## src/rtl/fe_fetch_unit_if.sv

```systemverilog
// ----------------------------------------------------------------------------
// fe_fetch_unit_if
// Purpose : fetch-queue head handshake between the fetch unit and its consumer.
// Signals :
//   fetch_v_o          - queue head valid (driven by the fetch unit)
//   fetch_ready_i      - consumer accepts the head (driven by the consumer)
//   fetch_pc_o         - PC of the head entry
//   fetch_instr_o      - instruction word of the head entry
//   fetch_pred_pc_o    - predicted next PC recorded with the head entry
//   fetch_pred_taken_o - head entry was predicted taken
//   count_o            - number of entries currently queued
// Modports: master = fetch unit side, slave = consumer side.
// ----------------------------------------------------------------------------
interface fe_fetch_unit_if #(
    parameter int WORD_SIZE_P   = 16,
    parameter int QUEUE_DEPTH_P = 4
);
    logic                           fetch_v_o;
    logic                           fetch_ready_i;
    logic [WORD_SIZE_P-1:0]         fetch_pc_o;
    logic [WORD_SIZE_P-1:0]         fetch_instr_o;
    logic [WORD_SIZE_P-1:0]         fetch_pred_pc_o;
    logic                           fetch_pred_taken_o;
    logic [$clog2(QUEUE_DEPTH_P):0] count_o;

    modport master (
        output fetch_v_o, fetch_pc_o, fetch_instr_o, fetch_pred_pc_o,
               fetch_pred_taken_o, count_o,
        input  fetch_ready_i
    );

    modport slave (
        input  fetch_v_o, fetch_pc_o, fetch_instr_o, fetch_pred_pc_o,
               fetch_pred_taken_o, count_o,
        output fetch_ready_i
    );
endinterface

```

## src/rtl/fe_fetch_unit.sv

```systemverilog
// ----------------------------------------------------------------------------
// fe_fetch_unit
// Purpose : instruction fetch front end. Fetches one instruction per cycle
//           from a same-cycle ROM, predicts the next PC with a direct-mapped
//           BTB (2-bit counters), and buffers fetched entries in a small FIFO.
// Ports   :
//   clk_i, reset_i        - clock and asynchronous active-high reset
//   i_rom_r_addr_o        - fetch address (the PC register)
//   i_rom_data_i          - instruction at i_rom_r_addr_o, same cycle
//   redirect_v_i/_pc_i    - backend redirect: flush queue, restart at new PC
//   btb_update_*          - resolved-branch training port
//   fetch_if (master)     - queue head handshake and occupancy
// ----------------------------------------------------------------------------
module fe_fetch_unit #(
    parameter int                     WORD_SIZE_P   = 16,
    parameter int                     QUEUE_DEPTH_P = 4,
    parameter int                     BTB_ENTRIES_P = 8,
    parameter logic [WORD_SIZE_P-1:0] RESET_PC_P    = '0
) (
    input  logic                   clk_i,
    input  logic                   reset_i,
    output logic [WORD_SIZE_P-1:0] i_rom_r_addr_o,
    input  logic [WORD_SIZE_P-1:0] i_rom_data_i,
    input  logic                   redirect_v_i,
    input  logic [WORD_SIZE_P-1:0] redirect_pc_i,
    input  logic                   btb_update_v_i,
    input  logic [WORD_SIZE_P-1:0] btb_update_pc_i,
    input  logic [WORD_SIZE_P-1:0] btb_update_target_i,
    input  logic                   btb_update_taken_i,
    fe_fetch_unit_if.master        fetch_if
);
    localparam int PTR_W = $clog2(QUEUE_DEPTH_P);
    localparam int CNT_W = PTR_W + 1;
    localparam int IDX_W = $clog2(BTB_ENTRIES_P);
    localparam int TAG_W = WORD_SIZE_P - IDX_W;

    typedef struct packed {
        logic [WORD_SIZE_P-1:0] pc;
        logic [WORD_SIZE_P-1:0] instr;
        logic [WORD_SIZE_P-1:0] pred_pc;
        logic                   pred_taken;
    } entry_t;

    typedef struct packed {
        logic                   valid;
        logic [TAG_W-1:0]       tag;
        logic [WORD_SIZE_P-1:0] target;
        logic [1:0]             ctr;
    } btb_entry_t;

    logic [WORD_SIZE_P-1:0] pc_q, pc_d;
    logic [CNT_W-1:0]       count_q, count_d;
    logic [PTR_W-1:0]       rd_ptr_q, rd_ptr_d;
    logic [PTR_W-1:0]       wr_ptr_q, wr_ptr_d;
    entry_t                 queue_q [QUEUE_DEPTH_P];
    entry_t                 queue_d [QUEUE_DEPTH_P];
    btb_entry_t             btb_q   [BTB_ENTRIES_P];
    btb_entry_t             btb_d   [BTB_ENTRIES_P];

    logic [IDX_W-1:0]       lookup_idx, upd_idx;
    logic [TAG_W-1:0]       lookup_tag, upd_tag;
    logic                   lookup_hit, upd_hit;
    logic                   pred_taken;
    logic [WORD_SIZE_P-1:0] pred_pc;
    logic                   enq, deq, fetch_v;

    // Lookup reads btb_q, so an update in the same cycle is not visible yet.
    always_comb begin
        lookup_idx = pc_q[IDX_W-1:0];
        lookup_tag = pc_q[WORD_SIZE_P-1:IDX_W];
        lookup_hit = btb_q[lookup_idx].valid && (btb_q[lookup_idx].tag == lookup_tag);
        pred_taken = lookup_hit && btb_q[lookup_idx].ctr[1];
        pred_pc    = pred_taken ? btb_q[lookup_idx].target : pc_q + WORD_SIZE_P'(1);
        // Full blocks enqueue even when a dequeue frees a slot this cycle.
        enq        = (count_q != CNT_W'(QUEUE_DEPTH_P)) && !redirect_v_i;
        fetch_v    = (count_q != '0) && !redirect_v_i;
        deq        = fetch_v && fetch_if.fetch_ready_i;
        upd_idx    = btb_update_pc_i[IDX_W-1:0];
        upd_tag    = btb_update_pc_i[WORD_SIZE_P-1:IDX_W];
        upd_hit    = btb_q[upd_idx].valid && (btb_q[upd_idx].tag == upd_tag);
    end

    always_comb begin
        pc_d     = pc_q;
        count_d  = count_q;
        rd_ptr_d = rd_ptr_q;
        wr_ptr_d = wr_ptr_q;
        queue_d  = queue_q;
        btb_d    = btb_q;

        if (redirect_v_i) begin
            // Flush drops any same-cycle enqueue/dequeue as well.
            pc_d     = redirect_pc_i;
            count_d  = '0;
            rd_ptr_d = '0;
            wr_ptr_d = '0;
        end else begin
            if (enq) begin
                queue_d[wr_ptr_q] = '{pc: pc_q, instr: i_rom_data_i,
                                      pred_pc: pred_pc, pred_taken: pred_taken};
                wr_ptr_d = wr_ptr_q + PTR_W'(1);
                pc_d     = pred_pc;
            end
            if (deq) begin
                rd_ptr_d = rd_ptr_q + PTR_W'(1);
            end
            count_d = count_q + CNT_W'(enq) - CNT_W'(deq);
        end

        // Training is independent of redirect and queue state.
        if (btb_update_v_i) begin
            if (upd_hit) begin
                if (btb_update_taken_i) begin
                    btb_d[upd_idx].target = btb_update_target_i;
                    if (btb_q[upd_idx].ctr != 2'd3) begin
                        btb_d[upd_idx].ctr = btb_q[upd_idx].ctr + 2'd1;
                    end
                end else if (btb_q[upd_idx].ctr != 2'd0) begin
                    btb_d[upd_idx].ctr = btb_q[upd_idx].ctr - 2'd1;
                end
            end else if (btb_update_taken_i) begin
                btb_d[upd_idx] = '{valid: 1'b1, tag: upd_tag,
                                   target: btb_update_target_i, ctr: 2'd2};
            end
        end
    end

    always_ff @(posedge clk_i or posedge reset_i) begin
        if (reset_i) begin
            pc_q     <= RESET_PC_P;
            count_q  <= '0;
            rd_ptr_q <= '0;
            wr_ptr_q <= '0;
            for (int i = 0; i < QUEUE_DEPTH_P; i++) begin
                queue_q[i] <= '0;
            end
            for (int i = 0; i < BTB_ENTRIES_P; i++) begin
                btb_q[i] <= '{valid: 1'b0, tag: '0, target: '0, ctr: 2'd1};
            end
        end else begin
            pc_q     <= pc_d;
            count_q  <= count_d;
            rd_ptr_q <= rd_ptr_d;
            wr_ptr_q <= wr_ptr_d;
            queue_q  <= queue_d;
            btb_q    <= btb_d;
        end
    end

    assign i_rom_r_addr_o              = pc_q;
    assign fetch_if.fetch_v_o          = fetch_v;
    assign fetch_if.count_o            = count_q;
    assign fetch_if.fetch_pc_o         = queue_q[rd_ptr_q].pc;
    assign fetch_if.fetch_instr_o      = queue_q[rd_ptr_q].instr;
    assign fetch_if.fetch_pred_pc_o    = queue_q[rd_ptr_q].pred_pc;
    assign fetch_if.fetch_pred_taken_o = queue_q[rd_ptr_q].pred_taken;
endmodule

```

## src/flat_wrapper.sv

```systemverilog
// flat-port wrapper written by rule: the top's interface ports become plain ports
module fe_fetch_unit_flat 
#(
    parameter int                     WORD_SIZE_P   = 16,
    parameter int                     QUEUE_DEPTH_P = 4,
    parameter int                     BTB_ENTRIES_P = 8,
    parameter logic [WORD_SIZE_P-1:0] RESET_PC_P    = '0
)
  (clk_i, reset_i, i_rom_r_addr_o, i_rom_data_i, redirect_v_i, redirect_pc_i, btb_update_v_i, btb_update_pc_i, btb_update_target_i, btb_update_taken_i, fetch_if_fetch_v_o, fetch_if_fetch_pc_o, fetch_if_fetch_instr_o, fetch_if_fetch_pred_pc_o, fetch_if_fetch_pred_taken_o, fetch_if_count_o, fetch_if_fetch_ready_i);
  fe_fetch_unit_if #(.WORD_SIZE_P(WORD_SIZE_P), .QUEUE_DEPTH_P(QUEUE_DEPTH_P)) fetch_if_i ();
  input  logic clk_i;
  input  logic reset_i;
  output logic [WORD_SIZE_P-1:0] i_rom_r_addr_o;
  input  logic [WORD_SIZE_P-1:0] i_rom_data_i;
  input  logic redirect_v_i;
  input  logic [WORD_SIZE_P-1:0] redirect_pc_i;
  input  logic btb_update_v_i;
  input  logic [WORD_SIZE_P-1:0] btb_update_pc_i;
  input  logic [WORD_SIZE_P-1:0] btb_update_target_i;
  input  logic btb_update_taken_i;
  output wire logic [$bits(fetch_if_i.fetch_v_o)-1:0] fetch_if_fetch_v_o;
  output wire logic [$bits(fetch_if_i.fetch_pc_o)-1:0] fetch_if_fetch_pc_o;
  output wire logic [$bits(fetch_if_i.fetch_instr_o)-1:0] fetch_if_fetch_instr_o;
  output wire logic [$bits(fetch_if_i.fetch_pred_pc_o)-1:0] fetch_if_fetch_pred_pc_o;
  output wire logic [$bits(fetch_if_i.fetch_pred_taken_o)-1:0] fetch_if_fetch_pred_taken_o;
  output wire logic [$bits(fetch_if_i.count_o)-1:0] fetch_if_count_o;
  input wire logic [$bits(fetch_if_i.fetch_ready_i)-1:0] fetch_if_fetch_ready_i;
  assign fetch_if_fetch_v_o = fetch_if_i.fetch_v_o;
  assign fetch_if_fetch_pc_o = fetch_if_i.fetch_pc_o;
  assign fetch_if_fetch_instr_o = fetch_if_i.fetch_instr_o;
  assign fetch_if_fetch_pred_pc_o = fetch_if_i.fetch_pred_pc_o;
  assign fetch_if_fetch_pred_taken_o = fetch_if_i.fetch_pred_taken_o;
  assign fetch_if_count_o = fetch_if_i.count_o;
  assign fetch_if_i.fetch_ready_i = fetch_if_fetch_ready_i;
  fe_fetch_unit #(.WORD_SIZE_P(WORD_SIZE_P), .QUEUE_DEPTH_P(QUEUE_DEPTH_P), .BTB_ENTRIES_P(BTB_ENTRIES_P), .RESET_PC_P(RESET_PC_P)) u_core (.clk_i(clk_i), .reset_i(reset_i), .i_rom_r_addr_o(i_rom_r_addr_o), .i_rom_data_i(i_rom_data_i), .redirect_v_i(redirect_v_i), .redirect_pc_i(redirect_pc_i), .btb_update_v_i(btb_update_v_i), .btb_update_pc_i(btb_update_pc_i), .btb_update_target_i(btb_update_target_i), .btb_update_taken_i(btb_update_taken_i), .fetch_if(fetch_if_i));
endmodule
```

## config.mk

```make
export PLATFORM = sky130hd
export DESIGN_NAME = fe_fetch_unit_flat
export DESIGN_NICKNAME = d
export VERILOG_FILES = /design/src/rtl/fe_fetch_unit_if.sv /design/src/rtl/fe_fetch_unit.sv /design/src/flat_wrapper.sv
export SDC_FILE = /design/constraint.sdc
export NUM_CORES = 1
export LEC_CHECK = 0
export ABC_AREA = 1
export CORE_ASPECT_RATIO = 1.75
export CORE_MARGIN = 5
export CORE_UTILIZATION = 50
export DETAILED_ROUTE_END_ITERATION = 10
export PLACE_DENSITY_LB_ADDON = 0.15
export SETUP_SLACK_MARGIN = 0.15
export SLEW_MARGIN = 20
export SYNTH_ARGS = -nofsm -noshare
export SYNTH_HDL_FRONTEND = slang
export SYNTH_SLANG_ARGS = --single-unit
```

## constraint.sdc

```tcl
create_clock -name clk_i -period 27.7 [get_ports clk_i]
set_clock_uncertainty 0.15 [all_clocks]
set_input_delay 8.31 -clock clk_i [delete_from_list [all_inputs] [get_ports clk_i]]
set_output_delay 8.31 -clock clk_i [all_outputs]
set_load 0.05 [all_outputs]
```

* Word-level counts from Yosys, hierarchy flattened *
Index checks and enable logic that the tools add are counted.

word-level totals
  flip-flop bits (word level) = 475
  bits of input ports = 70
  output and inout port bits = 69

cells by class
  add/sub/neg operators = 7
  order comparisons = 6
  equality and inequality tests = 4
  muxes and demuxes = 35
  bitwise gates (word level) = 5
  reduce and logical (&&, ||, !) cells = 17

operator list
  operator                                                              count
  256-bit 2-to-1 mux                                                    5
  256-bit bitwise mux                                                   4
  32-bit demux with 3-bit select                                        3
  196-bit bitwise mux                                                   1
  32-bit binary-select mux with 3-bit select                            2
  32-bit 2-to-1 mux                                                     5
  49-bit 2-to-1 mux                                                     3
  49-bit binary-select mux with 2-bit select                            1
  49-bit demux with 2-bit select                                        1
  16-bit 2-to-1 mux                                                     3
  13-bit == test                                                        2
  18-bit 2-to-1 mux                                                     1
  16-bit by 1-bit adder with 16-bit output, second input constant       1
  2-bit 2-to-1 mux                                                      5
  2-bit nonzero test                                                    5
  4-bit >= comparator, second input constant                            2
  1-bit logical AND                                                     8
  3-bit NOT with 4-bit output                                           2
  2-bit by 1-bit adder with 2-bit output, second input constant         3
  3-bit >= comparator, second input constant                            2
  2-bit NOT with 3-bit output                                           2
  4-bit by 1-bit < comparator with 1-bit output, second input constant  1
  3-bit by 1-bit adder with 3-bit output                                1
  3-bit by 1-bit < comparator with 1-bit output, second input constant  1
  10 further kinds                                                      10

* Depth between registers and ports, before layout *
Gate-level depths: netlist (run 1).

  depth after elaboration = 10
  depth in mapped cells = 20

* Worst setup path after synthesis (run 1) *
No wires, ideal clock.

  path kind = input -> output
  from = input port redirect_v_i
  to = output port fetch_if_fetch_v_o
  arrival time = 9,103 ps
  required time = 19,240 ps
  setup slack = 10,137 ps
  cell stages on the path = 1
  path buffers = 0
  path through = a21oi_1

between the ends
  cells in the longest elaborated chain, start to end = 2

RTL lines
  what               line                 source
  from (decl)        flat_wrapper.sv:15   input logic redirect_v_i;
  1-bit logical NOT  fe_fetch_unit.sv:76  fetch_v = (count_q != '0) && !redirect_v_i;
  1-bit logical AND  fe_fetch_unit.sv:76
  to (decl)          flat_wrapper.sv:21   output wire logic [$bits(fetch_if_i.fetch_v_o)-1:0] fetch_if_fetch_v_o;

Every way passes these cells.

* Worst setup path in the final report (run 1) *
Same ends and word-level chain as after synthesis.

==> results of run 1 <==
[logic make-up (layout without fill, tap and decap cells)]
group	Yosys count	count (layout)	synth area share (%)
AND/OR/NAND/NOR	1327	1327	23.1
flip-flops	475	475	48.5
other	0	1	0
buffers and inverters	473	524	8.37
multiplexers	65	65	2.98
XOR/XNOR	19	19	0.678
adder cells (fa/ha/maj)	10	10	0.541
AO/OA/AOI/OAI	741	741	15.8
[cell usage in the layout, fill, tap and decap left out, types with 7 or more instances in the layout]
cell / instances
dfrtp_1: 464
o21ai_1: 89
clkbuf_16: 46
nand4_1: 31
dfstp_2: 8
inv_1: 261
inv_2: 7
xor2_1: 16
o22ai_1: 49
clkbuf_1: 7
o211ai_1: 17
nand2_2: 14
o21ai_0: 457
a21oi_1: 105
mux2_2: 65
ha_1: 9
nand3b_1: 16
buf_4: 28
clkdlybuf4s50_1: 137
nor2_1: 182
clkinv_2: 14
nor2_4: 7
o31ai_1: 8
nand2_1: 816
nand3_1: 223
clkbuf_8: 8
nor3_1: 10
nor2_8: 7
[power groups by stage]
| stage | Combinational [mW] | Clock [mW] | Sequential (mW) |
|---|---|---|---|
| final | 1.26 | 0.616 | 1.06 |
| after global routing | 1.38 | 0.652 | 1.09 |
| after CTS | 1.26 | 0.628 | 1.06 |
| after detailed placement | 1.26 | 0 | 1.07 |
| after global placement | 1.23 | 0 | 1.06 |
| after floorplan | 0.866 | 0 | 1.05 |
[per-layer routing]
layer | up-vias | wire, um | GRT usage (%)
met1 | 10500 | 27900 | 33.0
met3 | 207 | 4550 | 3.58
li1 | 10200 | - | -
met5 | - | 21 | 0
met2 | 809 | 36600 | 46.3
met4 | 4 | 4350 | 14.5
[sequential cells by signal (all words and copies together) (netlist names)]
name,count
u_core.wr_ptr_q,2
u_core.i_rom_r_addr_o,16
u_core.rd_ptr_q,2
u_core.btb_q,256
u_core.queue_q,196
u_core.fetch_if.count_o,3
[worst max-delay path: stages]
cell             delay, ns
clkdlybuf4s50_1       0.89
a21oi_1               0.39
clkdlybuf4s50_1       0.86
[through the flow]
| step | total power [mW] | hold WS [ns] |
|---|---|---|
| 3_3_place_gp | 2.29 | 0.308 |
| 2_1_floorplan | 1.92 | 0.294 |
| 3_5_place_dp | 2.33 | 0.311 |
| 6_report | 2.94 | 0.328 |
| 4_1_cts | 2.95 | 0.327 |
| 5_1_grt | 3.12 | 0.338 |
[final cells by class]
cell class | count | area (um^2) | area share (%)
diodes | 1 | 2.50 | 0.00911
multi-input cells | 2162 | 10600 | 38.6
well taps | 654 | 818 | 2.98
clock buffers | 61 | 1290 | 4.69
repair buffers | 169 | 1640 | 5.96
inverters | 276 | 1050 | 3.81
clock inverters | 18 | 154 | 0.561
flip-flops and latches | 475 | 11900 | 43.4
[worst max-delay path by stage]
stage,to,slack (ns),cells past startpoint
2_1_floorplan,u_core.btb_q[100]$_DFFE_PP0P_,6.00,1
3_3_place_gp,fetch_if_fetch_v_o,8.84,3
3_5_place_dp,fetch_if_fetch_v_o,8.83,3
4_1_cts,fetch_if_fetch_v_o,8.83,3
5_1_grt,fetch_if_fetch_v_o,8.72,3
6_report,fetch_if_fetch_v_o,8.79,3
==> metrics.yaml, run 1 <==
worstReg2RegEnd: "u_core.i_rom_r_addr_o[0]$_DFFE_PP0P_"
maxCapViolCount: 0
hp-class: "flop to flop"
ys_types: 48
synth-edff-count: 0
synth_ff_type: "dfrtp_1"
netlist_instances: 3110
slew_headroom_pct: 31.4
root_buffer: "clkbuf_16"
finalCriticalPeriod_ns: 18.91
worstPathRequired_ns: 19.24
antenna_left: 0
via_per_inst: 5.69
r2r-start: "u_core.i_rom_r_addr_o[1]$_DFFE_PP0P_"
synth_most_common_cell: "nand2_1"
ff2ff_path_depth: 14
cts_tree: "done"
syn_avg_cell_area_um2: 7.89
place_area_mm2: 0.0260
tightest_slew_ns: 1.00
synth_area_leader_cell: "dfrtp_1"
gp_congestion: 0.918
clock_path_buffers: 3
first_pass_iters: 5
clock_latency_ns: 0.57
drive_above_1_share_pct: 7.34
drc_errors: 0
drt_iter0_drc: 1982
yosys-top-cells-count: "nand2_1 (820), dfrtp_1 (467), o21ai_0 (457)"
pre_cts_slack_ns: 8.83
grt_pass1_vias: 20900
ctsResizeCount: 0
cts_buffers: 45
chipWidth_um: 177
finalWorstSetupSlack_ns: 8.79
min_from: "u_core.queue_q[110]$_DFFE_PP0P_"
htreeDepth: 2
crit_path_start: "redirect_v_i"
final_hold_viol_count: 0
dp.cells: 3735
slew_violations: 0
synthArstFlopShare_pct: 100
whs_path_depth: 2
num_vias: 21700
dp.final_hpwl_um: 46900
max_freq_ghz: 0.0529
p_leak_nw: 13.0
core_area_mm2: 0.0486
p_clk_share_pct: 21.0
start_util_pct: 50.5
syn_area_mm2: 0.0245
power.switching_mw: 1.27
ir_drop_mv: 0.0563
die_area_mm2: 0.0538
seq_power_share_pct: 36.2
cp-start-kind: "input pin"
area_growth_pct: 11.9
io_pins: 139
grt_overflow: 0
period_share_pct: 68.3
layoutNonFillerInstCount: 3816
holdPathEnd: "u_core.queue_q[110]$_DFFE_PP0P_"
tns_ns: 0
path_clk_slew_ns: 0.06
crit_type: "input pin to output pin"
ys_warn_count: 0
rsz0062_at_grt: "no"
setup_viol: 0
fin_nets: 3209
reg2reg_slack_ns: 22.70
routedWlPerCell_um: 19.2
crit_path_max_fanout: 23
nFillCells: 4503
grt_max_degree: 119
antenna_found_initial: 4
post_cts_buffers: 0
power_frac_comb_pct: 42.8
p_int_mw: 1.67
dieHeight_um: 303
end_kind: "output pin"
outcome: "finished, final reports clean"
clock-sinks: 475
ys_ff_latch: 475
swShare_pct: 43.2
final_util_pct: 56.5
yosys.area.top_type_share_pct: 47.6
cts_hold_buf: 0
power.density_mw_per_mm2: 107
num_rows: 107
grt_usage_pct: 27.0
grt_pass1_wl_um: 116000
ys_top_cells_by_area: "dfrtp_1 (48%), nand2_1 (13%), o21ai_0 (9.3%), nand3_1 (4.5%), inv_1 (4.0%)"
postRouteWirelength_um: 73400
arrival_ns: 10.45
port_buffers: 138
synth_nets: 3190
final_area_mm2: 0.0275
seq_area_frac_synth_pct: 48.5
Note: power is estimated with default switching activity, not from simulation.
==> run 2, diff against run 1 <==
Clock period 27.7 ns to 18.28 ns, I/O delays scaled along.
==> run 2 against run 1 <==
  * The run now ends with design-rule violations left
  * Global-route usage increased by 0.39 points
  * Die area unchanged
  * Via count increased by 0.33%
  * Worst setup slack got worse by 3.8 ns
  * Critical path depth unchanged
  * Core utilization about the same
  * Sequential share of layout area about the same
  * Register-to-register slack got worse by 9.4 ns
  * Final cell count increased by 0.13%
  * Wire length increased by 1.3%
  * Non-clock buffer count unchanged
  * Final area about the same
  * Critical path type unchanged
  * Critical endpoint unchanged
==> metrics.yaml, run 2 (synthesis results as in run 1) <==
max_freq_ghz: 0.0753
pre_cts_slack_ns: 5.07  # -3.76 ns
path_clk_slew_ns: 0.07  # about the same
finalWorstSetupSlack_ns: 5.01  # -3.78 ns
crit_path_max_fanout: 23  # unchanged
slew_violations: 0  # unchanged
end_kind: "output pin"
final_util_pct: 56.5  # about the same
crit_buf_inv: 2  # unchanged
antenna_left: 0  # unchanged
antenna_found_initial: 5  # +1
fin_nets: 3211  # +0.062%
place_area_mm2: 0.0260  # about the same
period_share_pct: 72.6
port_buffers: 138  # unchanged
crit_path_start: "redirect_v_i"
first_pass_iters: 9  # +4
max_stage_delay_ns: 0.90  # about the same
arrival_ns: 7.64  # -2.81 ns
grt_usage_pct: 27.4  # +0.39 points
ff2ff_path_depth: 15  # +1
maxCapViolCount: 0  # unchanged
io_pins: 139  # unchanged
grt_pass1_wl_um: 117000  # +1.5%
reg2reg_slack_ns: 13.28  # -9.42 ns
chipWidth_um: 177  # unchanged
cts_tree: "done"
hp-class: "flop to flop"
start_util_pct: 50.5  # unchanged
worstReg2RegEnd: "u_core.i_rom_r_addr_o[2]$_DFFE_PP0P_"
critPathSlowestCell: "clkdlybuf4s50_1"
die_area_mm2: 0.0538  # unchanged
cp_top_family: "buffers and inverters"
r2r-start: "u_core.i_rom_r_addr_o[1]$_DFFE_PP0P_"
tns_ns: 0  # unchanged
num_vias: 21800  # +0.33%
via_per_inst: 5.70  # +0.20%
multi_input_area_mm2: 0.0106  # about the same
final_area_mm2: 0.0275  # about the same
slew_headroom_pct: 29.2  # -2.2 points
min_from: "u_core.queue_q[53]$_DFFE_PP0P_"
grt_overflow: 0  # unchanged
p_leak_nw: 13.0  # about the same
grt_max_degree: 175  # +47%
clock_path_buffers: 3  # unchanged
cts_hold_buf: 0  # unchanged
largest_reg_flops: 256  # unchanged
cpMostUsedCell: "clkdlybuf4s50_1"
post_cts_buffers: 0  # unchanged
holdPathEnd: "u_core.queue_q[53]$_DFFE_PP0P_"
area_growth_pct: 12.0  # about the same
final_common_cell: "nand2_1"
num_rows: 107  # unchanged
ctsResizeCount: 0  # unchanged
crit_chain: "clkdlybuf4s50_1 -> a21oi_1 -> clkdlybuf4s50_1"
clock-sinks: 475  # unchanged
regMostFlops: "u_core.btb_q"
drt_iter0_drc: 1862  # -6.1%
power.density_mw_per_mm2: 162  # +52%
postRouteWirelength_um: 74300  # +1.3%
dieHeight_um: 303  # unchanged
met3_length_um: 4510  # -0.77%
violations: "design-rule violations"
core_area_mm2: 0.0486  # unchanged
outcome: "complete, but fails checks"
whs_path_depth: 2  # unchanged
final_hold_viol_count: 0  # unchanged
fin_hold_ws_ns: 0.325  # -0.00271 ns
cts_buffers: 47  # +4.4%
met1Wirelength_um: 28700  # +2.8%
htreeDepth: 2  # unchanged
crit_cells: 3  # unchanged
routedWlPerCell_um: 19.4  # +1.2%
worstPathRequired_ns: 12.65  # -6.59 ns
crit_type: "input pin to output pin"
ir_drop_mv: 0.0772  # +37%
drive_above_1_share_pct: 7.17  # -0.16 points
rsz0062_at_grt: "no"
wl_met2_um: 36400  # -0.46%
dp.final_hpwl_um: 47000  # +0.27%
regArea_mm2: 0.0119  # unchanged
setup_viol: 0  # unchanged
clock_latency_ns: 0.57  # about the same
gp_congestion: 0.898  # -2.1%
highest_layer: "met5"
layout_common_cells: "nand2_1 (816), dfrtp_1 (464), o21ai_0 (457), inv_1 (261), nand3_1 (223)"
nFillCells: 4513  # +0.22%
grt_pass1_vias: 21600  # +3.5%
finalCriticalPeriod_ns: 13.27
drc_errors: 2  # +2
root_buffer: "clkbuf_16"
cp-start-kind: "input pin"
tightest_slew_ns: 1.06  # +0.0551 ns
==> run 2: cell count changes in the layout (fill, tap and decap cells not counted), sizes merged <==
cell	previous run	this run
clkbuf	61	70
diode	1	3
clkinv	21	15
==> run 2: cell type report <==
class / instances / share of cell area, %
sequential: 475 / 43.3
multi-input combinational: 2162 / 38.6
timing repair buffer: 169 / 5.93
clock buffer: 70 / 4.89
inverter: 276 / 3.79
tap: 654 / 2.98
clock inverter: 12 / 0.442
antenna: 3 / 0.0273
==> run 2: worst max path at each step <==
stage	endpoint	slack, ns
global placement	fetch_if_fetch_v_o	5.05
floorplan	u_core.btb_q[100]$_DFFE_PP0P_	6.22
finish	fetch_if_fetch_v_o	5.01
global route	fetch_if_fetch_v_o	4.89
detailed placement	fetch_if_fetch_v_o	5.07
CTS	fetch_if_fetch_v_o	5.06
==> run 2: routing by layer <==
layer,track usage [%],vias up
met1,33.1,10500
met3,3.52,236
li1,-,10200
met4,15.6,4
met5,0,-
met2,47.1,849
==> run 2: stage by stage <==
step                std cells  total power [mW]
floorplan                3110              2.91
global placement         3736              3.48
detailed placement       3736              3.53
CTS                      3818              4.49
global route             3820              4.75
finish                   3821              4.46
==> run 2: report_power, final <==
| part | switching [mW] | leakage (nW) | internal, mW |
|---|---|---|---|
| clock network | 0.407 | 0.723 | 0.535 |
| registers | 0.192 | 5.83 | 1.40 |
| logic | 1.32 | 6.47 | 0.607 |
==> run 2: worst reg2reg max path, cell delays in order, from the launching register on <==
cell,delay (ns)
dfrtp_2,0.34
buf_4,0.38
inv_2,0.45
buf_4,0.41
a21oi_1,0.21
o21ai_0,0.12
nand3_1,0.21
o21ai_0,0.28
nand2_1,0.22
nand2_1,0.07
nor2_1,0.09
nor3b_1,0.68
nand2_1,0.65
nand2_1,0.37
nand3_1,0.18
nand2_1,0.11
